===== src/rtl/rule110_pkg.sv =====
// Shared types and constants for the Rule 110 array host-side sequencer.
package rule110_pkg;

  typedef enum logic [2:0] {
    S_IDLE,
    S_LOAD,
    S_RUN,
    S_DUMP_ADDR,
    S_DUMP_CAP,
    S_DUMP_OUT
  } seq_state_t;

  localparam logic [1:0] OP_LOAD = 2'b00;
  localparam logic [1:0] OP_RUN  = 2'b01;
  localparam logic [1:0] OP_DUMP = 2'b10;
  localparam logic [1:0] OP_RSVD = 2'b11;

  localparam int CELLS_PER_BLOCK = 8;

endpackage


===== src/rtl/rule110_sequencer.sv =====
// Host-side LOAD/RUN/DUMP controller driving the Rule 110 cell array pins.
// Define RULE110_SEQ_AUTO_DUMP_EN to follow every nonzero RUN with an automatic full DUMP.
module rule110_sequencer
  import rule110_pkg::*;
#(
  parameter int NUM_BLOCKS = 30,
  parameter int ADDR_W     = 6,
  parameter int CNT_W      = 16
) (
  input  logic                       clk,
  input  logic                       reset,
  input  logic                       cmd_valid,
  output logic                       cmd_ready,
  input  logic [1:0]                 cmd_op,
  input  logic [CNT_W-1:0]           cmd_count,
  input  logic                       wr_valid,
  output logic                       wr_ready,
  input  logic [CELLS_PER_BLOCK-1:0] wr_data,
  output logic                       rd_valid,
  input  logic                       rd_ready,
  output logic [CELLS_PER_BLOCK-1:0] rd_data,
  output logic                       rd_last,
  output logic                       ca_we_n,
  output logic                       ca_halt_n,
  output logic [ADDR_W-1:0]          ca_addr,
  output logic [CELLS_PER_BLOCK-1:0] ca_data_in,
  input  logic [CELLS_PER_BLOCK-1:0] ca_data_out,
  output logic                       busy,
  output logic [CNT_W-1:0]           gen_count,
  output logic                       err
);

  // blk needs one extra bit so LOAD can count past the last block
  localparam int BLK_W = ADDR_W + 1;
  localparam logic [BLK_W-1:0] BLK_LAST = BLK_W'(NUM_BLOCKS - 1);
  localparam logic [BLK_W-1:0] BLK_END  = BLK_W'(NUM_BLOCKS);

  seq_state_t                 state_q, state_d;
  logic [BLK_W-1:0]           blk_q, blk_d, blk_inc;
  logic [CNT_W-1:0]           rem_q, rem_d;
  logic                       cmd_ready_d, wr_ready_d, rd_valid_d, rd_last_d;
  logic                       ca_we_n_d, ca_halt_n_d, busy_d, err_d;
  logic [ADDR_W-1:0]          ca_addr_d;
  logic [CELLS_PER_BLOCK-1:0] ca_data_in_d, rd_data_d;
  logic [CNT_W-1:0]           gen_count_d;

  assign blk_inc = blk_q + 1'b1;

  always_comb begin
    state_d      = state_q;
    blk_d        = blk_q;
    rem_d        = rem_q;
    wr_ready_d   = 1'b0;
    rd_valid_d   = rd_valid;
    rd_last_d    = rd_last;
    rd_data_d    = rd_data;
    ca_we_n_d    = 1'b1;
    ca_halt_n_d  = 1'b0;
    ca_addr_d    = ca_addr;
    ca_data_in_d = ca_data_in;
    err_d        = err;
    gen_count_d  = gen_count + {{(CNT_W-1){1'b0}}, ca_halt_n};

    case (state_q)
      S_IDLE: begin
        if (cmd_valid && cmd_ready) begin
          case (cmd_op)
            OP_LOAD: begin
              state_d    = S_LOAD;
              blk_d      = '0;
              wr_ready_d = 1'b1;
            end
            OP_RUN: begin
              state_d     = S_RUN;
              rem_d       = cmd_count;
              ca_halt_n_d = (cmd_count != '0);
            end
            OP_DUMP: begin
              state_d   = S_DUMP_ADDR;
              blk_d     = '0;
              ca_addr_d = '0;
            end
            default: err_d = 1'b1;
          endcase
        end
      end

      // the write pulse lands the cycle after acceptance; LOAD ends one cycle after the last pulse
      S_LOAD: begin
        if (wr_valid && wr_ready) begin
          ca_we_n_d    = 1'b0;
          ca_addr_d    = blk_q[ADDR_W-1:0];
          ca_data_in_d = wr_data;
          blk_d        = blk_inc;
          wr_ready_d   = (blk_q != BLK_LAST);
        end else if (blk_q == BLK_END) begin
          state_d = S_IDLE;
        end else begin
          wr_ready_d = 1'b1;
        end
      end

      // rem counts halt-high cycles still owed, including the current one
      S_RUN: begin
        if (rem_q > CNT_W'(1)) begin
          rem_d       = rem_q - 1'b1;
          ca_halt_n_d = 1'b1;
        end else begin
`ifdef RULE110_SEQ_AUTO_DUMP_EN
          if (rem_q == CNT_W'(1)) begin
            state_d   = S_DUMP_ADDR;
            blk_d     = '0;
            ca_addr_d = '0;
          end else begin
            state_d = S_IDLE;
          end
`else
          state_d = S_IDLE;
`endif
        end
      end

      S_DUMP_ADDR: state_d = S_DUMP_CAP;

      S_DUMP_CAP: begin
        rd_data_d  = ca_data_out;
        rd_valid_d = 1'b1;
        rd_last_d  = (blk_q == BLK_LAST);
        state_d    = S_DUMP_OUT;
      end

      S_DUMP_OUT: begin
        if (rd_ready) begin
          rd_valid_d = 1'b0;
          rd_last_d  = 1'b0;
          if (blk_q == BLK_LAST) begin
            state_d = S_IDLE;
          end else begin
            blk_d     = blk_inc;
            ca_addr_d = blk_inc[ADDR_W-1:0];
            state_d   = S_DUMP_ADDR;
          end
        end
      end

      default: state_d = S_IDLE;
    endcase

    cmd_ready_d = (state_d == S_IDLE);
    busy_d      = (state_d != S_IDLE);
  end

  always_ff @(posedge clk) begin
    if (reset) begin
      state_q    <= S_IDLE;
      blk_q      <= '0;
      rem_q      <= '0;
      cmd_ready  <= 1'b0;
      wr_ready   <= 1'b0;
      rd_valid   <= 1'b0;
      rd_last    <= 1'b0;
      ca_we_n    <= 1'b1;
      ca_halt_n  <= 1'b0;
      ca_addr    <= '0;
      ca_data_in <= '0;
      busy       <= 1'b0;
      gen_count  <= '0;
      err        <= 1'b0;
    end else begin
      state_q    <= state_d;
      blk_q      <= blk_d;
      rem_q      <= rem_d;
      cmd_ready  <= cmd_ready_d;
      wr_ready   <= wr_ready_d;
      rd_valid   <= rd_valid_d;
      rd_last    <= rd_last_d;
      ca_we_n    <= ca_we_n_d;
      ca_halt_n  <= ca_halt_n_d;
      ca_addr    <= ca_addr_d;
      ca_data_in <= ca_data_in_d;
      busy       <= busy_d;
      gen_count  <= gen_count_d;
      err        <= err_d;
    end
  end

  always_ff @(posedge clk) begin
    rd_data <= rd_data_d;
  end

endmodule


===== config.mk =====
export PLATFORM = sky130hd
export DESIGN_NAME = rule110_sequencer
export DESIGN_NICKNAME = d
export VERILOG_FILES = /design/src/rtl/rule110_pkg.sv /design/src/rtl/rule110_sequencer.sv
export SDC_FILE = /design/constraint.sdc
export NUM_CORES = 1
export LEC_CHECK = 0
export BUFFER_PORTS_ARGS = -buffer_cell sky130_fd_sc_hd__buf_2
export CORE_ASPECT_RATIO = 0.75
export CORE_MARGIN = 8
export CORE_UTILIZATION = 54
export DETAILED_ROUTE_END_ITERATION = 8
export MAX_ROUTING_LAYER = met4
export PLACE_DENSITY_LB_ADDON = 0.25
export SYNTH_ARGS = -nofsm -noshare
export SYNTH_HDL_FRONTEND = slang
export SYNTH_SLANG_ARGS = --single-unit

===== constraint.sdc =====
create_clock -name clk -period 2.9 [get_ports clk]
set_input_delay 0.435 -clock clk [delete_from_list [all_inputs] [get_ports clk]]
set_output_delay 0.435 -clock clk [all_outputs]
set_load 0.05 [all_outputs]

# After elaboration in Yosys (flattened, before gate mapping)
# Cells that the tools add are included.
[classes] add_sub_neg=3 magnitude_cmp=1 eq_ne=18 muxes=37 n_bitwise=2 n_reduce_logical=19
[ops] op="$mux W16" n=3
[ops] op="$mux W7" n=5
[ops] op="$pmux W16 S2" n=1
[ops] op="$mux W6" n=5
[ops] op="$pmux W7 S3" n=1
[ops] op="$pmux W3 S6" n=1
[ops] op="$pmux W6 S3" n=1
[ops] op="$add A16 B1 Y16" n=1
[ops] op="$gt A16 B1 Y1 const B" n=1
[ops] op="$reduce_bool A16 Y1" n=1
[ops] op="$sub A16 B1 Y16 const B" n=1
[ops] op="$mux W3" n=5
[ops] op="$eq A7 B5 Y1 const B" n=2
[ops] op="$ne A2 B2 Y1 const B" n=6
[ops] op="$reduce_and A6 Y1" n=2
[ops] op="$mux W1" n=9
[ops] op="$pmux W3 S3" n=1
[ops] op="$pmux W1 S2" n=4
[ops] op="$add A7 B1 Y7 const B" n=1
[ops] op="$ne A7 B5 Y1 const B" n=1
[ops] op="$eq A3 B2 Y1 const B" n=2
[ops] op="$eq A3 B3 Y1 const B" n=2
[ops] op="$logic_not A3 Y1" n=2
[ops] op="$reduce_bool A3 Y1" n=2
[ops] op="14 further kinds" n=20
[totals] reg_bits=72 in_bits=39 word_cells=95

# Depth between registers and ports, before layout
[logic_depth] depth_word=5 depth_mapped=8 ltp_nobuf=7

# Least setup slack after synthesis
# OpenSTA, ideal clock, no wires.
[synth_path] path_kind="register -> register" startpoint="register wr_ready" endpoint="register ca_addr[1]" setup_ns=0.070 t_arrival_ns=2.077 t_required_ns=2.830 path_slack_ns=0.752 stages_incl_launch_ff=7 path_buffers=1 period_less_slack_ns=2.148 cell_sequence="dfxtp_1 > nand2_1 > a311oi_2 > o2111ai_1 > clkbuf_1 > or3_1 > a21oi_1"
[synth_via] elab_chain_len=3
[synth_rtl] element="start, declared" line_no="rule110_sequencer.sv:17" source="output logic wr_ready,"
[synth_rtl] element="start signal, assigned" line_no="rule110_sequencer.sv:174" source="wr_ready <= wr_ready_d;"
[synth_rtl] element="$logic_and A1 B1 Y1" line_no="rule110_sequencer.sv:90" source="if (wr_valid && wr_ready) begin"
[synth_rtl] element="$ne A2 B2 Y1 (no source line)"
[synth_rtl] element="$reduce_and A6 Y1 (no source line)"
[synth_rtl] element="end signal, assigned" line_no="rule110_sequencer.sv:179" source="ca_addr <= ca_addr_d;"
[synth_rtl] element="end, declared" line_no="rule110_sequencer.sv:25" source="output logic [ADDR_W-1:0] ca_addr,"
# No other way between the ends.
# A chain may end at the register's enable or synchronous reset.

# Worst setup path in the final report
[layout_path] startpoint="register state_q[2]" endpoint="register ca_addr[5]"
[layout_via] elab_chain_len=3 word_cells_on_any_way=11 cone_classes="eq/ne (7); mux (1); reduce/logical (3)"
[layout_rtl] element="start, declared" line_no="rule110_sequencer.sv:38" source="seq_state_t state_q, state_d;"
[layout_rtl] element="start signal, assigned" line_no="rule110_sequencer.sv:170" source="state_q <= state_d;"
[layout_rtl] element="$eq A3 B3 Y1, or another cell as far along" line_no="rule110_sequencer.sv:64" source="case (state_q)"
[layout_rtl] element="$ne A2 B2 Y1 (no source line), or another cell as far along"
[layout_rtl] element="$reduce_and A6 Y1 (no source line)"
# Several ways; a longest one is shown, not always the timed one.

==> results_dict.tcl <==
set metrics [dict create \
    root_buffer "clkbuf_8" \
    cts-resized-gates 0 \
    core_area_um2 6350 \
    num_vias 3383 \
    die_w_um 110 \
    rsz0062_at_grt "no" \
    portBuffers 84 \
    die_y_um 86.50 \
    hold_buffers 0 \
    slowest_delay_ns 0.50 \
    cp_cell_sequence "buf_4, nor2b_1, a311oi_2, o2111ai_1, or3_1, a21oi_1" \
    drt_iter0_markers 249 \
    critPathKind "reg2reg" \
    num_io_pins 85 \
    first_pass_iters 5 \
    nets 549 \
    track_usage 0.1936 \
    areaGrowthSynthToFinish_pct 18.15 \
    ys_warn_count 0 \
    leakage_nw 1.768 \
    wire_per_inst_um 15.36 \
    start_util 0.5635 \
    grt_max_degree 43 \
    place.gp.congestion 0.8605 \
    fin_setup_tns_ns 0 \
    htree_levels 3 \
    hold_slack_ns 0.2639 \
    crit_family "compound AO/OA/AOI/OAI gates" \
    setup_violations 0 \
    ys_seq_area_frac 0.4252 \
    wirelength_mm 8.973 \
    ys_types 55 \
    cap_violations 0 \
    path_buf_inv 1 \
    syn-cell-area_um2 3578 \
    period_minus_slack_ns 2.404 \
    power.density_nw_per_um2 496.4 \
    syn_avg_cell_area_um2 8.460 \
    clock_path_buffers 2 \
    rows 25 \
    drtAntennaViolNets 0 \
    max-slew-margin-rel 0.4605 \
    synth_nets 473 \
    grt_pass1_vias 3095 \
    clk_pin_slew_ns 0.07 \
    cp_slowest_cell "or3_1" \
    instances_no_fill 584 \
    synth_seq_cells 72 \
    dp_hpwl_mm 6.539 \
    synthCells 423 \
    drt-vias-per-instance 5.793 \
    cts_tree "yes" \
    synthFlopType "dfxtp_1" \
    insertion_delay_ns 0.34 \
    dp.cells 569 \
    grt_overflow_total 0 \
    async_flop_share 0 \
    crit_required_ns 3.17 \
    worst-path-max-fanout 12 \
    postCtsSetupBuffers 0 \
    worst_pin_slew_ns 0.8084 \
    fmax_mhz 415.9 \
    hold_violations 0 \
    clock_skew_ns 0.01045 \
    diodes 0 \
    hp-class "in2reg" \
    synth_edf_count 8 \
    ir_worst_vdd_uv 240.2 \
    drive_gt1_frac 0.2266 \
    drc 0 \
    critPathLaunchType "register" \
    status "finished, final reports clean" \
    slew_viol_final 0 \
    die-area_um2 9515 \
    cp_data_arrival_time_ns 2.68 \
    antenna_found_initial 0 \
    cts.sinks 72 \
    end_kind "register" \
    period_share 0.8291 \
    cts_buffers 9 \
    grt_first_pass_wirelength_mm 14.48 \
]
## final timing paths
path	from	end	slack (ns)	cells past startpoint
min	ca_data_out[7]	rd_data[7]	0.26	1
max	state_q[2]	ca_addr[5]	0.50	6
min reg2reg	ca_addr[5]	ca_addr[5]	0.45	2
max reg2reg	state_q[2]	ca_addr[5]	0.50	6
## state kept, by name (all words and copies together), names as in the netlist
| name | count |
|---|---|
| ca_we_n | 1 |
| rd_last | 1 |
| state_q | 3 |
| gen_count | 16 |
| err | 1 |
| ca_halt_n | 1 |
| blk_q | 7 |
| rem_q | 16 |
| cmd_ready | 1 |
| wr_ready | 1 |
| rd_data | 8 |
| ca_addr | 6 |
| ca_data_in | 8 |
| busy | 1 |
| rd_valid | 1 |
## metrics by stage
stage / total power [W] / worst slack, ns / util / instance area [µm²]
after floorplan: 0.001261 / 0.7522 / - / 3578
after global placement: 0.001337 / 0.5839 / 0.6361 / 4039
after detailed placement: 0.001342 / 0.5387 / 0.6361 / 4039
after CTS: 0.002107 / 0.5102 / 0.6658 / 4228
after global routing: 0.002188 / 0.2925 / 0.6658 / 4228
final: 0.002099 / 0.4957 / 0.6658 / 4228
## cells by family after synthesis
kind of cell / after synthesis / synth area share
XOR/XNOR: 18 / 0.04406
AO/OA/AOI/OAI: 93 / 0.1671
flip-flops: 72 / 0.4252
AND/OR/NAND/NOR: 185 / 0.2587
buffers and inverters: 34 / 0.03811
adder cells (fa/ha/maj): 11 / 0.03846
multiplexers: 10 / 0.02832
## metal layers
layer | vias to the layer above | wire length [µm] | share of wire | global-route usage
met3 | 15 | 935 | 0.10 | 0.06449
met2 | 152 | 3831 | 0.43 | 0.2672
met1 | 1554 | 4078 | 0.45 | 0.2558
met5 | - | 0 | 0 | -
met4 | 0 | 127 | 0.014 | 0.06968
li1 | 1662 | - | - | -
## cell type report
cell class / count / area, µm²
clock buffers: 12 / 145.1
flip-flops and latches: 72 / 1521
multi-input cells: 317 / 1921
fillers: 558 / 2122
well taps: 81 / 101.3
repair buffers: 89 / 457.9
clock inverters: 3 / 43.79
inverters: 10 / 37.54
## cell usage in the layout, fill, tap and decap left out, types with 12 or more instances in the layout
| cell type | n |
|---|---|
| buf_2 | 84 |
| dfxtp_1 | 64 |
| nor2_1 | 49 |
| nand2_1 | 43 |
| a21oi_1 | 31 |
| nand4_1 | 14 |
| nand3_1 | 14 |
| nor3_1 | 14 |
| o21ai_0 | 13 |
| xor2_1 | 12 |
## synthesized netlist by cell type, types with 9 or more instances
master / instances / area share
nor2_1: 49 / 0.051
mux2i_1: 9 / 0.025
nand4_1: 14 / 0.024
clkbuf_1: 17 / 0.018
a21oi_1: 31 / 0.043
nand3_1: 14 / 0.020
nor3_1: 14 / 0.020
o21ai_1: 9 / 0.013
or3_1: 11 / 0.019
nand2_1: 43 / 0.045
inv_1: 9 / 0.0094
dfxtp_1: 64 / 0.36
o21ai_0: 13 / 0.018
xor2_1: 12 / 0.029
ha_1: 11 / 0.038
## report_power, final
| group | total (W) | internal (W) | switching [W] |
|---|---|---|---|
| Sequential | 0.00104 | 0.00102 | 0.0000176 |
| Combinational | 0.000286 | 0.000102 | 0.000184 |
| Clock | 0.000772 | 0.000417 | 0.000355 |
| Total | 0.00210 | 0.00154 | 0.000557 |
Note: power is estimated with default switching activity, not from simulation.
